### src/rtl/reorder_buffer.sv
// reorder_buffer: two-wide in-order reorder buffer sitting after register_renamer.
// Tracks dispatched instructions until completion, retires up to two per cycle
// in program order and returns superseded physical registers to the renamer.
// Optional feature macro: ROB_FLUSH_EN (adds flush_i, clears all in-flight state).
module reorder_buffer #(
  parameter int unsigned NUM_ENTRIES = 16,
  parameter int unsigned NUM_P_REGS  = 64,
  localparam int unsigned TW = $clog2(NUM_ENTRIES),
  localparam int unsigned PW = $clog2(NUM_P_REGS)
) (
  input  logic          clk_i,
  input  logic          rst_n_i,
`ifdef ROB_FLUSH_EN
  input  logic          flush_i,
`endif
  input  logic          alloc0_en_i,
  input  logic          alloc1_en_i,
  input  logic          alloc0_has_dest_i,
  input  logic          alloc1_has_dest_i,
  input  logic [PW-1:0] alloc0_old_preg_i,
  input  logic [PW-1:0] alloc1_old_preg_i,
  output logic [TW-1:0] alloc0_tag_o,
  output logic [TW-1:0] alloc1_tag_o,
  output logic          full_o,
  output logic          empty_o,
  input  logic          cmpl0_en_i,
  input  logic          cmpl1_en_i,
  input  logic [TW-1:0] cmpl0_tag_i,
  input  logic [TW-1:0] cmpl1_tag_i,
  output logic          en_free_reg0_o,
  output logic          en_free_reg1_o,
  output logic [PW-1:0] free_reg0_o,
  output logic [PW-1:0] free_reg1_o
);

  logic [NUM_ENTRIES-1:0] valid_q;
  logic [NUM_ENTRIES-1:0] done_q;
  logic [NUM_ENTRIES-1:0] has_dest_q;
  logic [PW-1:0]          old_preg_q [NUM_ENTRIES];

  logic [TW-1:0] head_q;
  logic [TW-1:0] tail_q;
  logic [TW:0]   count_q;

  logic          flush;
  logic [TW-1:0] head1;
  logic          acc0, acc1;
  logic          ret0, ret1;
  logic [TW:0]   n_alloc, n_ret;
  logic          free0_en, free1_en;
  logic [PW-1:0] free0_val, free1_val;

`ifdef ROB_FLUSH_EN
  assign flush = flush_i;
`else
  assign flush = 1'b0;
`endif

  // Tags, status flags, accept/retire decisions from pre-edge state
  always_comb begin
    full_o       = (count_q >= (TW+1)'(NUM_ENTRIES - 1));
    empty_o      = (count_q == '0);
    alloc0_tag_o = tail_q;
    // Slots are compacted: a lone alloc1 takes the tail entry
    alloc1_tag_o = alloc0_en_i ? tail_q + TW'(1) : tail_q;

    acc0 = alloc0_en_i & ~full_o;
    acc1 = alloc1_en_i & ~full_o;

    head1 = head_q + TW'(1);
    ret0  = valid_q[head_q] & done_q[head_q];
    ret1  = ret0 & valid_q[head1] & done_q[head1];

    n_alloc = (TW+1)'(acc0) + (TW+1)'(acc1);
    n_ret   = (TW+1)'(ret0) + (TW+1)'(ret1);

    free0_en  = ret0 & has_dest_q[head_q];
    free1_en  = ret1 & has_dest_q[head1];
    free0_val = free0_en ? old_preg_q[head_q] : '0;
    free1_val = free1_en ? old_preg_q[head1]  : '0;
  end

  // Entry state, pointers, count and registered free pulses
  always_ff @(posedge clk_i) begin
    if (!rst_n_i || flush) begin
      valid_q        <= '0;
      done_q         <= '0;
      head_q         <= '0;
      tail_q         <= '0;
      count_q        <= '0;
      en_free_reg0_o <= 1'b0;
      en_free_reg1_o <= 1'b0;
      free_reg0_o    <= '0;
      free_reg1_o    <= '0;
    end else begin
      // Completions only land on valid entries; the tail slots written below
      // are never valid, and a retiring head is already done, so the later
      // clears/writes cannot lose a completion.
      for (int unsigned i = 0; i < NUM_ENTRIES; i++) begin
        if (valid_q[i] &&
            ((cmpl0_en_i && cmpl0_tag_i == TW'(i)) ||
             (cmpl1_en_i && cmpl1_tag_i == TW'(i)))) begin
          done_q[i] <= 1'b1;
        end
      end

      if (ret0) begin
        valid_q[head_q] <= 1'b0;
        done_q[head_q]  <= 1'b0;
      end
      if (ret1) begin
        valid_q[head1] <= 1'b0;
        done_q[head1]  <= 1'b0;
      end

      if (acc0) begin
        valid_q[alloc0_tag_o]    <= 1'b1;
        done_q[alloc0_tag_o]     <= 1'b0;
        has_dest_q[alloc0_tag_o] <= alloc0_has_dest_i;
        old_preg_q[alloc0_tag_o] <= alloc0_old_preg_i;
      end
      if (acc1) begin
        valid_q[alloc1_tag_o]    <= 1'b1;
        done_q[alloc1_tag_o]     <= 1'b0;
        has_dest_q[alloc1_tag_o] <= alloc1_has_dest_i;
        old_preg_q[alloc1_tag_o] <= alloc1_old_preg_i;
      end

      head_q  <= head_q + TW'(n_ret);
      tail_q  <= tail_q + TW'(n_alloc);
      count_q <= count_q + n_alloc - n_ret;

      en_free_reg0_o <= free0_en;
      en_free_reg1_o <= free1_en;
      free_reg0_o    <= free0_val;
      free_reg1_o    <= free1_val;
    end
  end

endmodule

### config.mk
export PLATFORM = sky130hd
export DESIGN_NAME = reorder_buffer
export DESIGN_NICKNAME = d
export VERILOG_FILES = /design/src/rtl/reorder_buffer.sv
export SDC_FILE = /design/constraint.sdc
export NUM_CORES = 1
export LEC_CHECK = 0
export ABC_CLOCK_PERIOD_IN_PS = 4920
export BUFFER_PORTS_ARGS = -buffer_cell sky130_fd_sc_hd__buf_2
export CORE_ASPECT_RATIO = 1.4
export CORE_MARGIN = 3
export CORE_UTILIZATION = 55
export CTS_BUF_LIST = sky130_fd_sc_hd__clkbuf_16
export DETAILED_ROUTE_END_ITERATION = 6
export MAX_ROUTING_LAYER = met4
export PLACE_DENSITY = 0.73
export SLEW_MARGIN = 20
export SYNTH_ARGS = -nofsm -noshare
export SYNTH_HDL_FRONTEND = slang
export SYNTH_SLANG_ARGS = --single-unit
### constraint.sdc
create_clock -name clk_i -period 4.92 [get_ports clk_i]
set_input_delay 0.246 -clock clk_i [delete_from_list [all_inputs] [get_ports clk_i]]
set_output_delay 0.246 -clock clk_i [all_outputs]
set_load 0.01 [all_outputs]
==> results of run 1 <==
==> per-stage QoR <==
step                utilization [%]  cell area [um^2]
floorplan                         -             11200
global placement               57.8             11500
detailed placement             57.8             11500
CTS                            60.6             12100
global route                   60.6             12100
finish                         60.6             12100
==> layer usage <==
metal / wire (um) / GRT usage [%]
met2: 16400 / 50.3
met3: 2180 / 4.53
met5: 0 / -
met4: 1990 / 17.2
met1: 11500 / 34.9
==> cell type report <==
cell class | count | share of cell area (%)
Multi-Input combinational cell | 622 | 50.6
Sequential cell | 171 | 37.7
Clock buffer | 17 | 3.52
Timing Repair Buffer | 66 | 3.05
Tap cell | 252 | 2.61
Inverter | 44 | 1.37
Clock inverter | 15 | 1.16
==> sequential cells by signal (all words and copies together) (netlist names) <==
| name | count |
|---|---|
| valid_q | 16 |
| alloc0_tag_o | 4 |
| done_q | 16 |
| free_reg0_o | 6 |
| head_q | 4 |
| free_reg1_o | 6 |
| en_free_reg0_o | 1 |
| en_free_reg1_o | 1 |
| has_dest_q | 16 |
| count_q | 5 |
| old_preg_q | 96 |
==> cell families (layout without fill, tap and decap cells) <==
group	count (synthesis)	in the layout	synth area share (%)
simple gates	217	217	11.6
mux	207	207	28.1
flops	171	171	40.7
compound gates	156	156	10.4
buf+inv	107	142	4.67
fa+ha+maj	28	28	3.27
xor+xnor	14	14	1.27
==> report_power, final <==
group	switching (mW)	internal, mW	total, mW
clock	0.619	0.708	1.33
combinational	0.563	0.392	0.955
sequential	0.118	1.64	1.76
total	1.30	2.74	4.04
==> cell usage after synthesis (20+ instances only) <==
library cell    n
dfxtp_1        59
mux4_2         70
nand2_1        68
mux2_2         97
o21ai_0        24
o22ai_1        20
nor2_1         35
clkbuf_1       23
edfxtp_1      112
inv_1          43
ha_1           26
mux2i_1        34
==> worst min-delay path, cell delays in order <==
cell and delay (ns):
buf_2 0.21, nand2_1 0.09, o21ai_0 0.07
==> path summary, 6_finish.rpt <==
kind	from	to	slack, ns	cells after the start
worst max-delay path	head_q[1]	count_q[4]	0.61	16
worst min register to register	valid_q[13]	valid_q[13]	0.51	2
worst min-delay path	alloc1_has_dest_i	has_dest_q[11]	0.34	3
worst max register to register	head_q[1]	count_q[4]	0.61	16
==> qor.txt, run 1 <==
Via density = 6.90
Clk sinks = 171
Vias in the first global route = 8129
Share of the synthesized area in the top cell type = 30.1%
CP Class = flip-flop to flip-flop
Max-slew headroom = 37.5%
CTS Buffer Depth = 2
Routed WL per cell = 27.1 um
Crit path DAT = 4.60 ns
Crit-path cells = ha_1, xor2_1, mux4_2, mux2i_1, mux2i_1, nor2_1, ha_1, ha_1, inv_1, ha_1, fa_1, a21oi_1, nor2_1, nor2_1, xor2_1, nor2_1
First-pass iteration count of the detailed router = 5
Top_reg_cell synth = edfxtp_1
Nets = 978
WHS = 0.341 ns
Ys Warns = 0
Inserted Diodes = 0
EDFF count, synth = 112
1st-iter DRT viols = 1098
Worst vdd ir = 0.257 mV
TritonCTS clock tree = built
Commonest non-fill, non-tap cell in the layout = edfxtp_1
Dpl hpwl = 23300 um
Final-report max-slew violation count = 0
Tmin final = 4.31 ns
Remaining design rule violation count = 0
CP Launch Type = flip-flop
Clk pin slew, worst setup/hold paths = 0.07 ns
Post-Syn Instances = 900
Final cell count without fillers = 1187
Synthesized net count = 956
F_max = 0.232 GHz
Crit path largest cell delay = 0.59 ns
Pre-CTS WS = 0.685 ns
Largest net degree at the start of global routing = 67
Hold buffers post-CTS = 0
Critical-path top delay cell = dfxtp_4
Number of buffers created by CTS = 17
Number of fill cells = 1569
Total GRT Usage = 30.3%
Core area = 0.0199 mm^2
Total Power = 4.04 mW
Die height = 175 um
Die ar. = 0.0221 mm^2
Final wirelength = 32100 um
First-pass GRT wire length = 49000 um
Hold crit path type = primary input to flip-flop
Antenna violations before repair = 0
GP Congestion = 1.02
Multi-input logic area = 0.00611 mm^2
Final worst-path cycle share = 87.6%
Synth cell types = 77
Leak = 4.02 nW
Run status = finished, final reports clean
Avg Cell Area, Syn = 12.4 um^2
Register Area = 0.00455 mm^2
Postcts setup bufs = 0
Slew @ Worst Pin = 0.937 ns
Cell Rows = 61
Crit Path Max Fanout = 23
Largest delay share family, worst path = adder cells
Chip width = 126 um
Dominant cells by area after synthesis = edfxtp_1, mux4_2, dfxtp_1
Leading area contributor after synthesis = edfxtp_1
P per Cell Area = 335 mW/mm^2
RSZ-0062 raised after global routing = no
Number of port buffers = 51
Fin worst setup slack = 0.611 ns
Commonest non-fill, non-tap cells in the layout = edfxtp_1, mux2_2, mux4_2, nand2_1, dfxtp_1
Share of layout cells above drive strength 1 = 33.6%
Final Hold Fails = 0
Buffers & Inverters on Critical Path = 1
Seq/Total Area, Yosys = 40.7%
Dpl cells = 1155
Clock skew = 0.0114 ns
Vias = 8196
Critical path capture point type = flip-flop
Total gr overflow = 0
Post-DRT Antenna Nets = 0
Io pins = 52
Setup TNS = 0 ns
Clock Latency Late Sink = 0.45 ns
H-tree depth = 4
Post-cts gate resize count = 0
Max-cap violations = 0
Starting density of the core = 56.1%
Share of synthesized flip-flops with an asynchronous set or reset = 0%
Final Setup Violations = 0
Synth-to-layout area growth = 8.12%
Required time worst endpoint = 5.21 ns
Synthesized area = 0.0112 mm^2
Root Buffer = clkbuf_16
Synth Register Bits = 171
Power figures use the tool's default switching activity.
==> run 2: changes to the inputs <==
- RECOVER_POWER: default -> 100
==> run 2 against run 1 <==
Critical path type unchanged. Sequential power about the same. Wire length grew 0.30%. The flow now finishes with violations (max-capacitance violations, max-slew violations). Critical path depth unchanged. Clock power barely moved. Highest routed layer unchanged. Sequential share of layout area up 0.59 points.
==> qor.txt, run 2 (synthesized netlist as in run 1, its figures left out) <==
Crit path DAT = 4.60 ns (about the same)
Total gr overflow = 0 (unchanged)
Worst vdd ir = 0.253 mV (-1.7%)
Total GRT Usage = 30.3% (unchanged)
Routed WL per cell = 27.2 um (+0.30%)
CP Launch Type = flip-flop
Crit Path Max Fanout = 23 (unchanged)
Post-cts gate resize count = 0 (unchanged)
Chip width = 126 um (unchanged)
P per Cell Area = 336 mW/mm^2 (+0.35%)
Postcts setup bufs = 0 (unchanged)
Dpl hpwl = 23300 um (unchanged)
Io pins = 52 (unchanged)
Total Power = 4.00 mW (-1.2%)
Remaining design rule violation count = 0 (unchanged)
Commonest non-fill, non-tap cells in the layout = edfxtp_1, mux2_2, nand2_1, mux4_2, dfxtp_1
Max reg flops = 96 (unchanged)
Largest delay share family, worst path = adder cells
CTS Buffer Depth = 2 (unchanged)
Post-DRT Antenna Nets = 0 (unchanged)
Via density = 6.91 (about the same)
Core area = 0.0199 mm^2 (unchanged)
Critical-path top delay cell = dfxtp_4
First-pass iteration count of the detailed router = 6 (+1)
Run status = complete, but fails checks
Register Area = 0.00455 mm^2 (unchanged)
RSZ-0062 raised after global routing = no
Tmin final = 4.32 ns (+0.00715 ns)
First-pass GRT wire length = 49000 um (unchanged)
H-tree depth = 4 (unchanged)
TritonCTS clock tree = built
Synth-to-layout area growth = 6.45%
Starting density of the core = 56.1% (unchanged)
CP Class = flip-flop to flip-flop
Hold buffers post-CTS = 0 (unchanged)
Max-cap violations = 2 (+2)
Required time worst endpoint = 5.21 ns (about the same)
Antenna violations before repair = 0 (unchanged)
Crit path largest cell delay = 0.59 ns (about the same)
Vias in the first global route = 8129 (unchanged)
Final Hold Fails = 0 (unchanged)
Slew @ Worst Pin = 3.05 ns (+2.11 ns)
Inserted Diodes = 0 (unchanged)
Number of buffers created by CTS = 17 (unchanged)
Final-report max-slew violation count = 74 (+74)
Commonest non-fill, non-tap cell in the layout = edfxtp_1
Die ar. = 0.0221 mm^2 (unchanged)
F_max = 0.232 GHz (-0.17%)
Setup TNS = 0 ns (unchanged)
Largest net degree at the start of global routing = 67 (unchanged)
Max-slew headroom = -103% (-140 points)
Largest Register = old_preg_q
Root Buffer = clkbuf_16
Vias = 8200 (+0.049%)
Number of fill cells = 1606 (+2.4%)
Final wirelength = 32200 um (+0.30%)
Buffers & Inverters on Critical Path = 1 (unchanged)
Leak = 3.86 nW (-3.9%)
Critical path capture point type = flip-flop
1st-iter DRT viols = 1036 (-5.6%)
Multi-input logic area = 0.00596 mm^2 (-2.5%)
Clock skew = 0.0133 ns (+0.00186 ns)
Nets = 978 (unchanged)
Share of layout cells above drive strength 1 = 28.2% (-5.3 points)
Final Setup Violations = 0 (unchanged)
Final worst-path cycle share = 87.7% (+0.15 points)
Failing checks = max-capacitance violations, max-slew violations
Clk sinks = 171 (unchanged)
Crit-path cells = ha_1, xor2_1, mux4_2, mux2i_1, mux2i_1, nor2_1, ha_1, ha_1, inv_1, ha_1, fa_1, a21oi_1, nor2_1, nor2_1, xor2_1, nor2_1
Die height = 175 um (unchanged)
Clock Latency Late Sink = 0.44 ns (about the same)
Cell Rows = 61 (unchanged)
GP Congestion = 1.02 (unchanged)
Clk pin slew, worst setup/hold paths = 0.07 ns (about the same)
Hold crit path type = primary input to flip-flop
Number of port buffers = 51 (unchanged)
-- run 2: per-layer routing --
layer	track usage, %	vias up	wire length (um)
met4	17.2	0	1880
li1	-	3573	-
met1	34.9	4119	11800
met3	4.53	98	1970
met2	50.3	410	16600
met5	-	-	0
-- run 2: layout make-up --
class,instances,area share (%)
Timing Repair Buffer,66,2.81
Clock inverter,15,1.18
Tap cell,252,2.65
Clock buffer,17,3.58
Multi-Input combinational cell,622,50.1
Inverter,44,1.39
Sequential cell,171,38.3
-- run 2: worst paths after layout --
path / depth (start not counted) / end / start / slack (ns)
worst max-delay path: 16 / count_q[4] / head_q[1] / 0.60
worst min-delay path: 3 / has_dest_q[3] / alloc1_has_dest_i / 0.35
worst max register to register: 16 / count_q[4] / head_q[1] / 0.60
worst min register to register: 2 / valid_q[13] / valid_q[13] / 0.51
-- run 2: per-stage QoR --
stage	instances	area, um^2	hold WS (ns)	setup WS [ns]	util (%)
after floorplan	900	11200	0.358	0.609	-
after global placement	1155	11500	0.495	0.831	57.8
after detailed placement	1155	11500	0.497	0.685	57.8
after CTS	1187	12100	0.324	0.679	60.6
after global routing	1187	11900	0.354	0.283	59.7
final	1187	11900	0.346	0.604	59.7
-- run 2: power breakdown --
part           switching, mW  internal [mW]  leakage, nW
registers              0.113           1.65         1.50
logic                  0.531          0.376         2.08
clock network          0.622          0.709        0.279
total                   1.27           2.73         3.86
-- run 2: tightest hold or removal path: stages --
cell and delay (ns):
buf_2 0.21, nand2_1 0.09, o21ai_0 0.07
==> run 3: changes to the inputs <==
- CORE_UTILIZATION: 55 -> 63
- PLACE_DENSITY: 0.73 -> 0.81
- SETUP_SLACK_MARGIN: default -> 0.15
==> run 3 against run 2 <==
The flow still finishes with violations (max-capacitance violations, max-slew violations). Clock power barely moved. Largest power group unchanged. Worst setup slack got worse by 0.014 ns. Sequential share of layout area up 0.23 points. Largest cell class unchanged. Critical endpoint is now old_preg_q[13][3]. Total power increased by 0.74%.
==> qor.txt, run 3 (synthesized netlist as in run 1, its figures left out) <==
Share of layout cells above drive strength 1 = 27.4% (-0.83 points)
Die height = 164 um (-6.3%)
Synth-to-layout area growth = 5.81%
Post-DP Area = 0.0115 mm^2 (-0.24%)
Chip width = 119 um (-6.3%)
Final Setup Violations = 0 (unchanged)
TritonCTS clock tree = built
Vias in the first global route = 8604 (+5.8%)
Setup TNS = 0 ns (unchanged)
Vias = 8404 (+2.5%)
Final Hold Fails = 0 (unchanged)
Core area = 0.0174 mm^2 (-13%)
Final wirelength = 32900 um (+2.2%)
Total GRT Usage = 35.7% (+5.5 points)
Starting density of the core = 64.2% (+8.1 points)
Tmin final = 4.33 ns (+0.0138 ns)
First-pass GRT wire length = 50400 um (+2.8%)
Register Area = 0.00455 mm^2 (unchanged)
Commonest non-fill, non-tap cells in the layout = edfxtp_1, mux2_2, nand2_1, mux4_2, dfxtp_1
Nets = 977 (-0.10%)
Max-cap violations = 2 (unchanged)
H-tree depth = 4 (unchanged)
Routed WL per cell = 28.1 um (+3.6%)
Hold crit path type = primary input to flip-flop
Slew @ Worst Pin = 1.92 ns (-1.12 ns)
WHS = 0.328 ns (-0.0176 ns)
Root Buffer = clkbuf_16
Final-report max-slew violation count = 64 (-14%)
F_max = 0.231 GHz (-0.32%)
First-pass iteration count of the detailed router = 5 (-1)
Via density = 7.18 (+4.0%)
Post-DRT Antenna Nets = 0 (unchanged)
Post-cts gate resize count = 0 (unchanged)
Clock skew = 0.00768 ns (-0.00557 ns)
Remaining design rule violation count = 0 (unchanged)
CTS Buffer Depth = 2 (unchanged)
Multi-input logic area = 0.00590 mm^2 (-0.94%)
CP Launch Type = flip-flop
Number of port buffers = 51 (unchanged)
Postcts setup bufs = 0 (unchanged)
Required time worst endpoint = 5.11 ns (-0.10 ns)
Cell Rows = 57 (-6.6%)
Die ar. = 0.0194 mm^2 (-12%)
Final Cell Area = 0.0118 mm^2 (-0.60%)
Run status = complete, but fails checks
Worst vdd ir = 0.231 mV (-8.7%)
Leak = 3.85 nW (-0.34%)
RSZ-0062 raised after global routing = no
Core Util, Final = 67.9% (+8.2 points)
CP Class = flip-flop to flip-flop
Total gr overflow = 0 (unchanged)
Crit path DAT = 4.52 ns (-0.08 ns)
Number of buffers created by CTS = 17 (unchanged)
Critical path capture point type = flip-flop
P per Cell Area = 341 mW/mm^2 (+1.3%)
Largest net degree at the start of global routing = 68 (+1.5%)
Inserted Diodes = 0 (unchanged)
Clk sinks = 171 (unchanged)
Crit Path Max Fanout = 15 (-35%)
Final worst-path cycle share = 88.0% (+0.28 points)
Largest Register = old_preg_q
GP Congestion = 1.08 (+5.1%)
1st-iter DRT viols = 956 (-7.7%)
Failing checks = max-capacitance violations, max-slew violations
Io pins = 52 (unchanged)
Dpl hpwl = 23200 um (-0.78%)
Antenna violations before repair = 0 (unchanged)
Total Power = 4.03 mW (+0.74%)
Max reg flops = 96 (unchanged)
Hold buffers post-CTS = 0 (unchanged)
Commonest non-fill, non-tap cell in the layout = edfxtp_1
Number of fill cells = 1313 (-18%)
Clk pin slew, worst setup/hold paths = 0.07 ns (about the same)
Clock Latency Late Sink = 0.44 ns (about the same)
Max-slew headroom = -29.3% (+74 points)
## run 3: worst paths after layout
| check | from | endpoint | slack (ns) | cells after the start |
|---|---|---|---|---|
| min | alloc1_has_dest_i | has_dest_q[5] | 0.33 | 3 |
| max reg2reg | alloc0_tag_o[0] | old_preg_q[13][3] | 0.59 | 6 |
| max | alloc0_tag_o[0] | old_preg_q[13][3] | 0.59 | 6 |
| min reg2reg | valid_q[6] | valid_q[6] | 0.51 | 2 |
## run 3: through the flow
step | cells | setup WS, ns
2_1_floorplan | 900 | 0.609
3_3_place_gp | 1138 | 0.814
3_5_place_dp | 1138 | 0.752
4_1_cts | 1170 | 0.728
5_1_grt | 1170 | 0.208
6_report | 1170 | 0.590
## run 3: power by group
group | total [mW] | switching [mW] | leakage [nW] | internal (mW)
logic | 0.909 | 0.533 | 2.06 | 0.376
registers | 1.76 | 0.112 | 1.50 | 1.64
clock network | 1.36 | 0.643 | 0.284 | 0.717
total | 4.03 | 1.29 | 3.85 | 2.74
## run 3: metal layers
metal / share of wire (%) / global-route usage, % / up-vias / routed length, um
li1: - / - / 3580 / -
met3: 8.4 / 6.17 / 156 / 2750
met4: 7.7 / 22.5 / 0 / 2530
met5: 0 / - / - / 0
met2: 50 / 60.6 / 552 / 16600
met1: 34 / 39.1 / 4116 / 11000
## run 3: area by class of cell
type | count | area share [%]
flip-flops and latches | 171 | 38.5
clock buffers | 17 | 3.60
repair buffers | 65 | 2.77
inverters | 44 | 1.40
clock inverters | 15 | 1.28
well taps | 236 | 2.50
multi-input cells | 622 | 49.9
## run 3: worst max-delay path, cell delays in order, from the launching register on
cell and delay [ns]:
dfxtp_1 0.62, inv_1 0.12, ha_1 0.38, or3b_1 0.36
a221o_1 0.53, nor4_1 1.60, mux2_2 0.45
